<file path="src/rtl/clockdiv_pkg.sv">
// Shared types and constants for the programmable clock divider.
// The half-period helpers are used by the per-channel divider and its wrapper.
package clockdiv_pkg;

    localparam int CNT_W_DEF = 32;
    localparam int HALF_1HZ  = 25_000_000;

    typedef logic [CNT_W_DEF-1:0] half_t;

    // A zero half-period would never toggle, so treat it as the fastest rate.
    function automatic half_t clamp_half(input half_t h);
        return (h == '0) ? half_t'(1) : h;
    endfunction

endpackage

</file>
<file path="src/rtl/clockdiv_chan.sv">
// One divider channel: half-period counter, oclk/otick, and a pending reload
// that takes effect only on a toggle edge (or at once when disabled).
module clockdiv_chan
    import clockdiv_pkg::*;
#(
    parameter int               CNT_W        = CNT_W_DEF,
    parameter logic [CNT_W-1:0] DEFAULT_HALF = CNT_W'(HALF_1HZ)
) (
    input  logic             iclk,
    input  logic             rst,
    input  logic             en,
    input  logic             ld,
    input  logic [CNT_W-1:0] ld_half,
    output logic             oclk,
    output logic             otick
);

    logic [CNT_W-1:0] count_q, count_d;
    logic [CNT_W-1:0] half_q, half_d;
    logic [CNT_W-1:0] pend_half_q, pend_half_d;
    logic             pend_valid_q, pend_valid_d;
    logic             oclk_q, oclk_d;
    logic             otick_q, otick_d;
    logic             apply;

    always_comb begin
        count_d      = count_q;
        half_d       = half_q;
        pend_half_d  = pend_half_q;
        pend_valid_d = pend_valid_q;
        oclk_d       = oclk_q;
        otick_d      = 1'b0;
        apply        = 1'b0;

        if (en) begin
            // >= rather than == so a count left above a shortened half recovers
            if (count_q >= half_q - CNT_W'(1)) begin
                count_d = '0;
                oclk_d  = ~oclk_q;
                otick_d = ~oclk_q;
                apply   = pend_valid_q;
            end else begin
                count_d = count_q + CNT_W'(1);
            end
        end else if (pend_valid_q) begin
            count_d = '0;
            apply   = 1'b1;
        end

        if (apply) begin
            half_d       = pend_half_q;
            pend_valid_d = 1'b0;
        end

        // A load arriving on an apply edge becomes the next pending value
        if (ld) begin
            pend_half_d  = CNT_W'(clamp_half(half_t'(ld_half)));
            pend_valid_d = 1'b1;
        end
    end

    always_ff @(posedge iclk) begin
        if (rst) begin
            count_q      <= '0;
            half_q       <= DEFAULT_HALF;
            pend_half_q  <= DEFAULT_HALF;
            pend_valid_q <= 1'b0;
            oclk_q       <= 1'b0;
            otick_q      <= 1'b0;
        end else begin
            count_q      <= count_d;
            half_q       <= half_d;
            pend_half_q  <= pend_half_d;
            pend_valid_q <= pend_valid_d;
            oclk_q       <= oclk_d;
            otick_q      <= otick_d;
        end
    end

    assign oclk  = oclk_q;
    assign otick = otick_q;

endmodule

</file>
<file path="src/rtl/prog_clockdiv.sv">
// Multi-channel programmable clock divider: decodes the shared load port into
// per-channel strobes and instantiates one clockdiv_chan per output clock.
module prog_clockdiv
    import clockdiv_pkg::*;
#(
    parameter int               NUM_CH       = 2,
    parameter int               CNT_W        = CNT_W_DEF,
    parameter logic [CNT_W-1:0] DEFAULT_HALF = CNT_W'(HALF_1HZ),
    localparam int              CH_W         = (NUM_CH > 1) ? $clog2(NUM_CH) : 1
) (
    input  logic              iclk,
    input  logic              rst,
    input  logic [NUM_CH-1:0] en,
    input  logic              ld,
    input  logic [CH_W-1:0]   ld_ch,
    input  logic [CNT_W-1:0]  ld_half,
    output logic [NUM_CH-1:0] oclk,
    output logic [NUM_CH-1:0] otick
);

    logic [NUM_CH-1:0] ld_sel;

    for (genvar i = 0; i < NUM_CH; i++) begin : g_ch
        // Out-of-range channel indices match no channel and are dropped
        assign ld_sel[i] = ld && (int'(ld_ch) == i);

        clockdiv_chan #(
            .CNT_W        (CNT_W),
            .DEFAULT_HALF (DEFAULT_HALF)
        ) u_chan (
            .iclk    (iclk),
            .rst     (rst),
            .en      (en[i]),
            .ld      (ld_sel[i]),
            .ld_half (ld_half),
            .oclk    (oclk[i]),
            .otick   (otick[i])
        );
    end

endmodule
</file>
<file path="config.mk">
export PLATFORM = sky130hd
export DESIGN_NAME = prog_clockdiv
export DESIGN_NICKNAME = d
export VERILOG_FILES = /design/src/rtl/clockdiv_pkg.sv /design/src/rtl/clockdiv_chan.sv /design/src/rtl/prog_clockdiv.sv
export SDC_FILE = /design/constraint.sdc
export NUM_CORES = 1
export LEC_CHECK = 0
export BUFFER_PORTS_ARGS = -buffer_cell sky130_fd_sc_hd__buf_2
export CAP_MARGIN = 40
export CORE_ASPECT_RATIO = 1.1
export CORE_MARGIN = 4
export CORE_UTILIZATION = 40
export CTS_CLUSTER_DIAMETER = 40
export DETAILED_ROUTE_END_ITERATION = 7
export HOLD_SLACK_MARGIN = 0.06
export PLACE_DENSITY = 0.56
export SKIP_LAST_GASP = 1
export SYNTH_ARGS = -nofsm -noshare
export SYNTH_HDL_FRONTEND = slang
export SYNTH_SLANG_ARGS = --single-unit
</file>
<file path="constraint.sdc">
create_clock -name iclk -period 7.65 [get_ports iclk]
set_input_delay 1.53 -clock iclk [delete_from_list [all_inputs] [get_ports iclk]]
set_output_delay 1.53 -clock iclk [all_outputs]
set_load 0.1 [all_outputs]
</file>
### Word-level counts from Yosys, hierarchy flattened

Cells that the tools add are included.

* bits in writable memories: 0
* bits of input ports: 38
* output and inout bits: 4
* memories kept: 0
* logic and storage cells: 53
* ROM bits: 0
* bits in latches: 0
* register bits after elaboration: 198

* shift-type cells: 0
* magnitude comparators: 2
* multiply operators: 0
* equality and inequality tests: 0
* multiplexer cells: 17
* $add $sub $neg: 4
* bitwise gates (word level): 7
* reductions and logical operators: 11
* div/mod/pow operators: 0

Operators with widths (count)
* 32-bit 2-to-1 mux: 7
* 32-bit by 1-bit adder with 32-bit output (second input constant): 2
* 32-bit greater-or-equal comparator: 2
* 32-bit by 1-bit subtractor with 32-bit output (second input constant): 2
* 32-bit zero test: 1
* 1-bit 2-to-1 mux: 10
* 2-bit nonzero test: 4
* 1-bit NOT: 7
* 3-bit OR reduction: 2
* 2-bit AND reduction: 2
* 1-bit logical AND: 2

### Depth between registers and ports, before layout

* depth in word-level cells: 6
* depth in mapped cells: 18
* depth with buffers taken out: 16

### Hierarchy

A second synthesis with hierarchy kept.

* cell total of the unflattened synthesis: 1269
* area total of the unflattened synthesis: 11104.4 um^2

By module, submodules not included
* clockdiv_chan (g_ch[1].u_chan): cells each 626, area an instance 5545.3 um^2, times used 1, sequential area each 1981.9 um^2
* clockdiv_chan (g_ch[0].u_chan): cells each 641, area an instance 5542.8 um^2, times used 1, sequential area each 1981.9 um^2
* prog_clockdiv: cells each 2, area an instance 16.3 um^2, times used 1, sequential area each 0.0 um^2

### Least setup slack after synthesis

OpenSTA, ideal clock, no wires.

* path type: register -> register
* start: register g_ch[1].u_chan.half_q[9]
* end: register g_ch[1].u_chan.count_q[30]
* path buffers: 1
* required time: 7.528 ns
* cell stages (with the launch flop): 17
* library setup time: 0.122 ns
* clock period less this slack: 3.929 ns
* arrival: 3.807 ns
* path slack: 3.721 ns
* path through: dfxtp_1 or4_4 nor4_4 nor3b_4 nand2_2 nor3_4 nand3b_1 xor2_1 ha_1 nand4_2 nor4_4 nand3_2 o2bb2ai_4 nor3_4 buf_6 and3_1 a221o_1

* longest elaborated chain between the ends: 4

RTL lines
* start: declaration: RTL line clockdiv_chan.sv:19 `logic [CNT_W-1:0] half_q, half_d;`
* start signal: assignment: RTL line clockdiv_chan.sv:72 `half_q <= half_d;`
* 32-bit by 1-bit subtractor with 32-bit output: RTL line clockdiv_chan.sv:37 `if (count_q >= half_q - CNT_W'(1)) begin`
* 32-bit greater-or-equal comparator: RTL line clockdiv_chan.sv:37
* 32-bit 2-to-1 mux: RTL line clockdiv_chan.sv:37
* 32-bit 2-to-1 mux: RTL line clockdiv_chan.sv:35 `if (en) begin`
* end signal: assignment: RTL line clockdiv_chan.sv:71 `count_q <= count_d;`
* end: declaration: RTL line clockdiv_chan.sv:18 `logic [CNT_W-1:0] count_q, count_d;`

No other way between the ends.
A chain may end at the register's enable or synchronous reset.

### Worst setup path in the final report

* start: register g_ch[1].u_chan.half_q[9]
* end: register g_ch[1].u_chan.half_q[1]

* longest elaborated chain between the ends: 4

RTL lines (RTL line)
* 32-bit by 1-bit subtractor with 32-bit output: clockdiv_chan.sv:37
* 32-bit greater-or-equal comparator: clockdiv_chan.sv:37
* 1-bit 2-to-1 mux: clockdiv_chan.sv:37
* 1-bit 2-to-1 mux: clockdiv_chan.sv:35

No other way between the ends.

==> results <==
- The run finished with clean final reports.
- The routed layout has 8990 vias.
- The global-route track usage on met2 is 25.6%.
- The initial standard-cell utilization of the core is 40.9%.
- The root buffer cell is sky130_fd_sc_hd__clkbuf_16.
- At the end of routability-driven placement, the weighted congestion stood at 0.865.
- Per report_power, the sequential group accounts for between 40% and 50% of the total.
- The critical path depth is 16.
- The post-layout net count is around 1400.
- The repair_antennas step left the layout with diodes totalling 0.
- The synthesis warning total is 0.
- Counting every instance in the synthesized netlist gives 1312.
- The cell count of the worst reg-to-reg path is 16.
- The clock group share of total power is 43.8%.
- The combinational fraction of design power is 6.9%.
- In this run the power density over the cells is around 180 nW/µm².
- The mean number of vias per cell is between 5 and 6.
- The clock drives ~200 sinks.
- The met3 demand-to-capacity share in global routing is under 10%.
- The signal on the critical path passes through or4_4 > nor4_4 > nor3b_4 > nand2_2 > nor3_4 > nand2_1 > xor2_1 > ha_1 > a21o_1 > a21o_1 > a221oi_4 > nand4_4 > o21ai_4 > buf_4 > mux2i_1 > nor2_1.
- Setup violations remaining at the end of the flow were counted as 0.
- The worst path in the final design needs a cycle of 4.48 ns, including I/O delays and setup.
- In this run the count of I/O pins placed on the die edge is between 40 and 50.
- The global-route congestion overflow total is 0.
- Derived from the worst setup path, the maximum achievable clock frequency is 0.223 GHz.
- Counting along the longest clock path gives a buffer depth of 2.
- The port buffer count is 41.
- The global-route layer with the greatest usage is met1.
- The number of H-tree levels is 4.
- Counting both buffers and inverters, the worst setup path holds a total of 1.
- The routed design has roughly 26000 µm of wire.
- In the routed design, unresolved DRC markers number 0.
- The final hold violation count came to 0.
- The static leakage is 4.63 nW.
- The number of max-cap violations is 0.
- From left edge to right edge, the die measures 164 µm.
- The async set-reset flop share out of synthesis is 0%.
- Synthesis inferred 198 register bits.
- The internal power contribution is between 0.0015 and 0.002 W.
- The number of antenna violations at the first check in global routing is 0.
- In this design, the stage delay of the slowest critical-path cell is 0.59 ns.
- Entering global routing, the biggest net connects 67 pins.
- Global routing consumed, on the met1 layer, 27.3% of the routing resources.
- The initial detailed-routing violation count is 504.
- Setup repair after global routing left no endpoint under its margin.
- The wire-length estimate of the detail-placed layout is 19400 µm.
- The number of flops mapped to enable cells by yosys is 0.
- The most common flop cell mapped by yosys is sky130_fd_sc_hd__dfxtp_1.
- Clock-pin slew was measured on the worst setup and hold paths at 0.07 ns.
- The register area share after synthesis is 36.8%.
- The mean cell area of the mapped netlist is 8.20 µm².
- The count of cell types in the netlist is 63.
- The worst setup path is captured at a register.
- The number of hold-repair buffers added at the cts stage is 0.
- The setup TNS is 0 ns.
- After clock tree synthesis, the repair step resized 0 gates.
- The floorplan die area is 29600 µm².
- At the worst endpoint, the arrival time is ~4.8 ns.
- The placeable core region is around 26000 µm².
- The worst path uses roughly three fifths of the clock period.
- The detail route stage leaves a number of antenna-violating nets equal to 0.
- STA classifies the critical path startpoint as a register.
- The floorplan has 62 rows.
- The worst hold slack is roughly 0.45 ns.
- The path class of the tightest hold or removal check is register to register.
- The pin slew with the least headroom to its limit is 0.721 ns.
- Summing every instance area after synthesis gives 10800 µm².
- The worst path required time is ~8.0 ns.
- The number of nets in the synthesized netlist is 1418.
- On the critical path, the stage with the largest delay is an instance of sky130_fd_sc_hd__or4_4.
- The area growth from synthesis to final layout is 10.5%.
- The wire length of the first global-routing pass is 43300 µm.
- The clock tree from TritonCTS is built.
- VDD sags by at most 147 µV.
- The number of cells on the worst hold path is 2.
- Of the cells placed in the final design, the portion with a size suffix greater than 1 is under 10%.
- Net switching is 25.0% of the power.
- The number of clock buffers inserted by TritonCTS is 17.
- The number of global-route vias before repair is 8203.
- Prior to clock tree synthesis, the placed netlist has a worst setup slack of 3.06 ns.
- The critical path is of the register to register type.
- The number of max-slew violations in the final report is 0.
- The analysis attributes to net switching a power of 0.000543 W.
- The detail-routed net length per standard cell is 15.5 µm.
- The post-CTS setup buffer count is 0.
- The worst slew margin relative to its limit is between 50% and 60%.
- Setup slack closes at approximately 3.2 ns.
- The aggregate global-route resource usage is 17.9%.
- Among cell families on the critical path, the largest total delay comes from simple AND/OR/NAND/NOR gates.
- For the worst-skew pair, the clock arrives at the later sink with an insertion delay of between 0.4 and 0.5 ns.
- In this run the vertical extent of the chip is 180 µm.
- For the final database, setup skew stands at about 0.013 ns.
- The pre-antenna-repair detailed-routing pass consisted of 7 iterations.
- The most frequent cell on the critical path is sky130_fd_sc_hd__a21o_1.
- Of all nets on the critical path, the largest fanout is 44.
==> layout by cell type, fill, tap and decap left out, types with 4 or more instances in the layout <==
cell                        netlist  layout
sky130_fd_sc_hd__inv_6            0       4
sky130_fd_sc_hd__nor3_1          41      39
sky130_fd_sc_hd__nor2_1         117     117
sky130_fd_sc_hd__inv_1           20      19
sky130_fd_sc_hd__nand2_1        257     257
sky130_fd_sc_hd__o311ai_1         5       5
sky130_fd_sc_hd__buf_4            8      10
sky130_fd_sc_hd__o21ai_1          7       7
sky130_fd_sc_hd__and2_1           9       9
sky130_fd_sc_hd__nand4_1         25      25
sky130_fd_sc_hd__and3_1          15      15
sky130_fd_sc_hd__xor2_1          25      25
sky130_fd_sc_hd__buf_2            7      40
sky130_fd_sc_hd__a22o_1           8       8
sky130_fd_sc_hd__and4_1           7       7
sky130_fd_sc_hd__a31oi_1          7       7
sky130_fd_sc_hd__nand3_1         75      75
sky130_fd_sc_hd__or4_1            4       4
sky130_fd_sc_hd__or3_1           10      10
sky130_fd_sc_hd__xnor2_1         44      44
sky130_fd_sc_hd__mux2i_1         68      68
sky130_fd_sc_hd__nor4_2           8       8
sky130_fd_sc_hd__nor2b_1          6       4
sky130_fd_sc_hd__a21o_1          11      11
sky130_fd_sc_hd__clkbuf_16        0      17
sky130_fd_sc_hd__a221o_1          7       7
sky130_fd_sc_hd__nor4_1          25      25
sky130_fd_sc_hd__nand2b_1         7       7
sky130_fd_sc_hd__a21oi_1        100     100
sky130_fd_sc_hd__nand3b_1         7       7
sky130_fd_sc_hd__ha_1            68      68
sky130_fd_sc_hd__o21ai_0         31      31
sky130_fd_sc_hd__dfxtp_1        198     198
==> sequential cells by signal, summed over array words and instances (netlist names) <==
| register | count |
|---|---|
| g_ch.u_chan.pend_valid_q | 2 |
| g_ch.u_chan.oclk | 2 |
| g_ch.u_chan.pend_half_q | 64 |
| g_ch.u_chan.otick | 2 |
| g_ch.u_chan.half_q | 64 |
| g_ch.u_chan.count_q | 64 |
==> final timing paths <==
kind | start | to | slack (ns)
setup / recovery | g_ch[1].u_chan.half_q[9] | g_ch[1].u_chan.half_q[1] | 3.17
hold reg to reg | g_ch[1].u_chan.pend_half_q[27] | g_ch[1].u_chan.pend_half_q[27] | 0.45
setup reg to reg | g_ch[1].u_chan.half_q[9] | g_ch[1].u_chan.half_q[1] | 3.17
hold / removal | g_ch[1].u_chan.pend_half_q[27] | g_ch[1].u_chan.pend_half_q[27] | 0.45
==> area by class of cell <==
class                           instances  area, µm²
Sequential cell                       198       3960
Timing Repair Buffer                   55        350
Tap cell                              352        440
Inverter                               20       75.1
Fill cell                            2652      14400
Clock inverter                         14        188
Clock buffer                           18        429
Multi-Input combinational cell       1030       6440
==> metrics by stage <==
| stage | power, W | instances | cell area (µm²) | util (%) |
|---|---|---|---|---|
| floorplan | 0.00119 | 1312 | 10800 | - |
| global route | 0.00226 | 1687 | 11900 | 45.2 |
| CTS | 0.00220 | 1686 | 11900 | 45.2 |
| global placement | 0.00124 | 1650 | 11200 | 42.6 |
| detailed placement | 0.00125 | 1654 | 11300 | 42.8 |
| finish | 0.00218 | 1687 | 11900 | 45.2 |
==> worst reg2reg max path: stages, from the launching register on <==
cell	delay, ns
sky130_fd_sc_hd__dfxtp_1	0.37
sky130_fd_sc_hd__or4_4	0.59
sky130_fd_sc_hd__nor4_4	0.20
sky130_fd_sc_hd__nor3b_4	0.27
sky130_fd_sc_hd__nand2_2	0.11
sky130_fd_sc_hd__nor3_4	0.30
sky130_fd_sc_hd__nand2_1	0.10
sky130_fd_sc_hd__xor2_1	0.15
sky130_fd_sc_hd__ha_1	0.30
sky130_fd_sc_hd__a21o_1	0.18
sky130_fd_sc_hd__a21o_1	0.20
sky130_fd_sc_hd__a221oi_4	0.30
sky130_fd_sc_hd__nand4_4	0.25
sky130_fd_sc_hd__o21ai_4	0.20
sky130_fd_sc_hd__buf_4	0.50
sky130_fd_sc_hd__mux2i_1	0.28
sky130_fd_sc_hd__nor2_1	0.05
==> cell families (layout without fill, tap and decap cells) <==
logic type / after synthesis / in the layout / share of synthesized area (%)
multiplexers: 69 / 69 / 6.43
AO/OA/AOI/OAI: 191 / 191 / 11.1
buffers and inverters: 84 / 107 / 3.57
adder cells (fa/ha/maj): 68 / 68 / 7.91
XOR/XNOR: 69 / 69 / 5.62
flip-flops: 198 / 198 / 36.8
AND/OR/NAND/NOR: 633 / 633 / 28.6
==> synthesized netlist by cell type (2+ instances only) <==
| master | number | area share, % |
|---|---|---|
| sky130_fd_sc_hd__clkbuf_1 | 38 | 1.3 |
| sky130_fd_sc_hd__a22o_1 | 8 | 0.65 |
| sky130_fd_sc_hd__nor3_4 | 2 | 0.30 |
| sky130_fd_sc_hd__nand2_1 | 257 | 9.0 |
| sky130_fd_sc_hd__a221o_1 | 7 | 0.65 |
| sky130_fd_sc_hd__a21o_1 | 11 | 0.77 |
| sky130_fd_sc_hd__o21ai_0 | 31 | 1.4 |
| sky130_fd_sc_hd__ha_1 | 68 | 7.9 |
| sky130_fd_sc_hd__a31oi_1 | 7 | 0.41 |
| sky130_fd_sc_hd__or4_1 | 4 | 0.28 |
| sky130_fd_sc_hd__nor2b_1 | 6 | 0.35 |
| sky130_fd_sc_hd__nand2b_1 | 7 | 0.41 |
| sky130_fd_sc_hd__and3_1 | 15 | 0.87 |
| sky130_fd_sc_hd__nand3b_1 | 7 | 0.49 |
| sky130_fd_sc_hd__or3_1 | 10 | 0.58 |
| sky130_fd_sc_hd__nor2_1 | 117 | 4.1 |
| sky130_fd_sc_hd__dfxtp_1 | 198 | 37 |
| sky130_fd_sc_hd__and4_1 | 7 | 0.57 |
| sky130_fd_sc_hd__buf_6 | 4 | 0.42 |
| sky130_fd_sc_hd__nand3_1 | 75 | 3.5 |
| sky130_fd_sc_hd__or2_2 | 2 | 0.12 |
| sky130_fd_sc_hd__o311ai_1 | 5 | 0.41 |
| sky130_fd_sc_hd__a211oi_2 | 2 | 0.23 |
| sky130_fd_sc_hd__nor4_2 | 8 | 0.93 |
| sky130_fd_sc_hd__buf_1 | 7 | 0.24 |
| sky130_fd_sc_hd__or4_4 | 2 | 0.21 |
| sky130_fd_sc_hd__o21ai_1 | 7 | 0.33 |
| sky130_fd_sc_hd__nor3_1 | 41 | 1.9 |
| sky130_fd_sc_hd__nand2_2 | 2 | 0.12 |
| sky130_fd_sc_hd__xor2_1 | 25 | 2.0 |
| sky130_fd_sc_hd__mux2i_1 | 68 | 6.3 |
| sky130_fd_sc_hd__buf_4 | 8 | 0.56 |
| sky130_fd_sc_hd__xnor2_1 | 44 | 3.6 |
| sky130_fd_sc_hd__nor4_4 | 2 | 0.40 |
| sky130_fd_sc_hd__buf_2 | 7 | 0.33 |
| sky130_fd_sc_hd__and2_1 | 9 | 0.52 |
| sky130_fd_sc_hd__nor4_1 | 25 | 1.5 |
| sky130_fd_sc_hd__inv_1 | 20 | 0.70 |
| sky130_fd_sc_hd__nand4_1 | 25 | 1.5 |
| sky130_fd_sc_hd__or3b_1 | 2 | 0.16 |
| sky130_fd_sc_hd__a21oi_1 | 100 | 4.7 |
==> routing by layer <==
layer / share of wire [%] / vias up / wire (µm)
li1: - / 4643 / -
met1: 53 / 4145 / 13700
met2: 42 / 169 / 11000
met3: 3.3 / 33 / 863
met4: 1.9 / 0 / 497
met5: 0 / - / 0
==> power by group through the flow <==
stage	clock network [W]	logic (W)	registers [W]
floorplan	0	0.000103	0.00109
global placement	0	0.000147	0.00109
detailed placement	0	0.000152	0.00110
CTS	0.000974	0.000152	0.00107
global route	0.00102	0.000169	0.00107
finish	0.000953	0.000151	0.00107
Note: power is estimated with default switching activity, not from simulation.
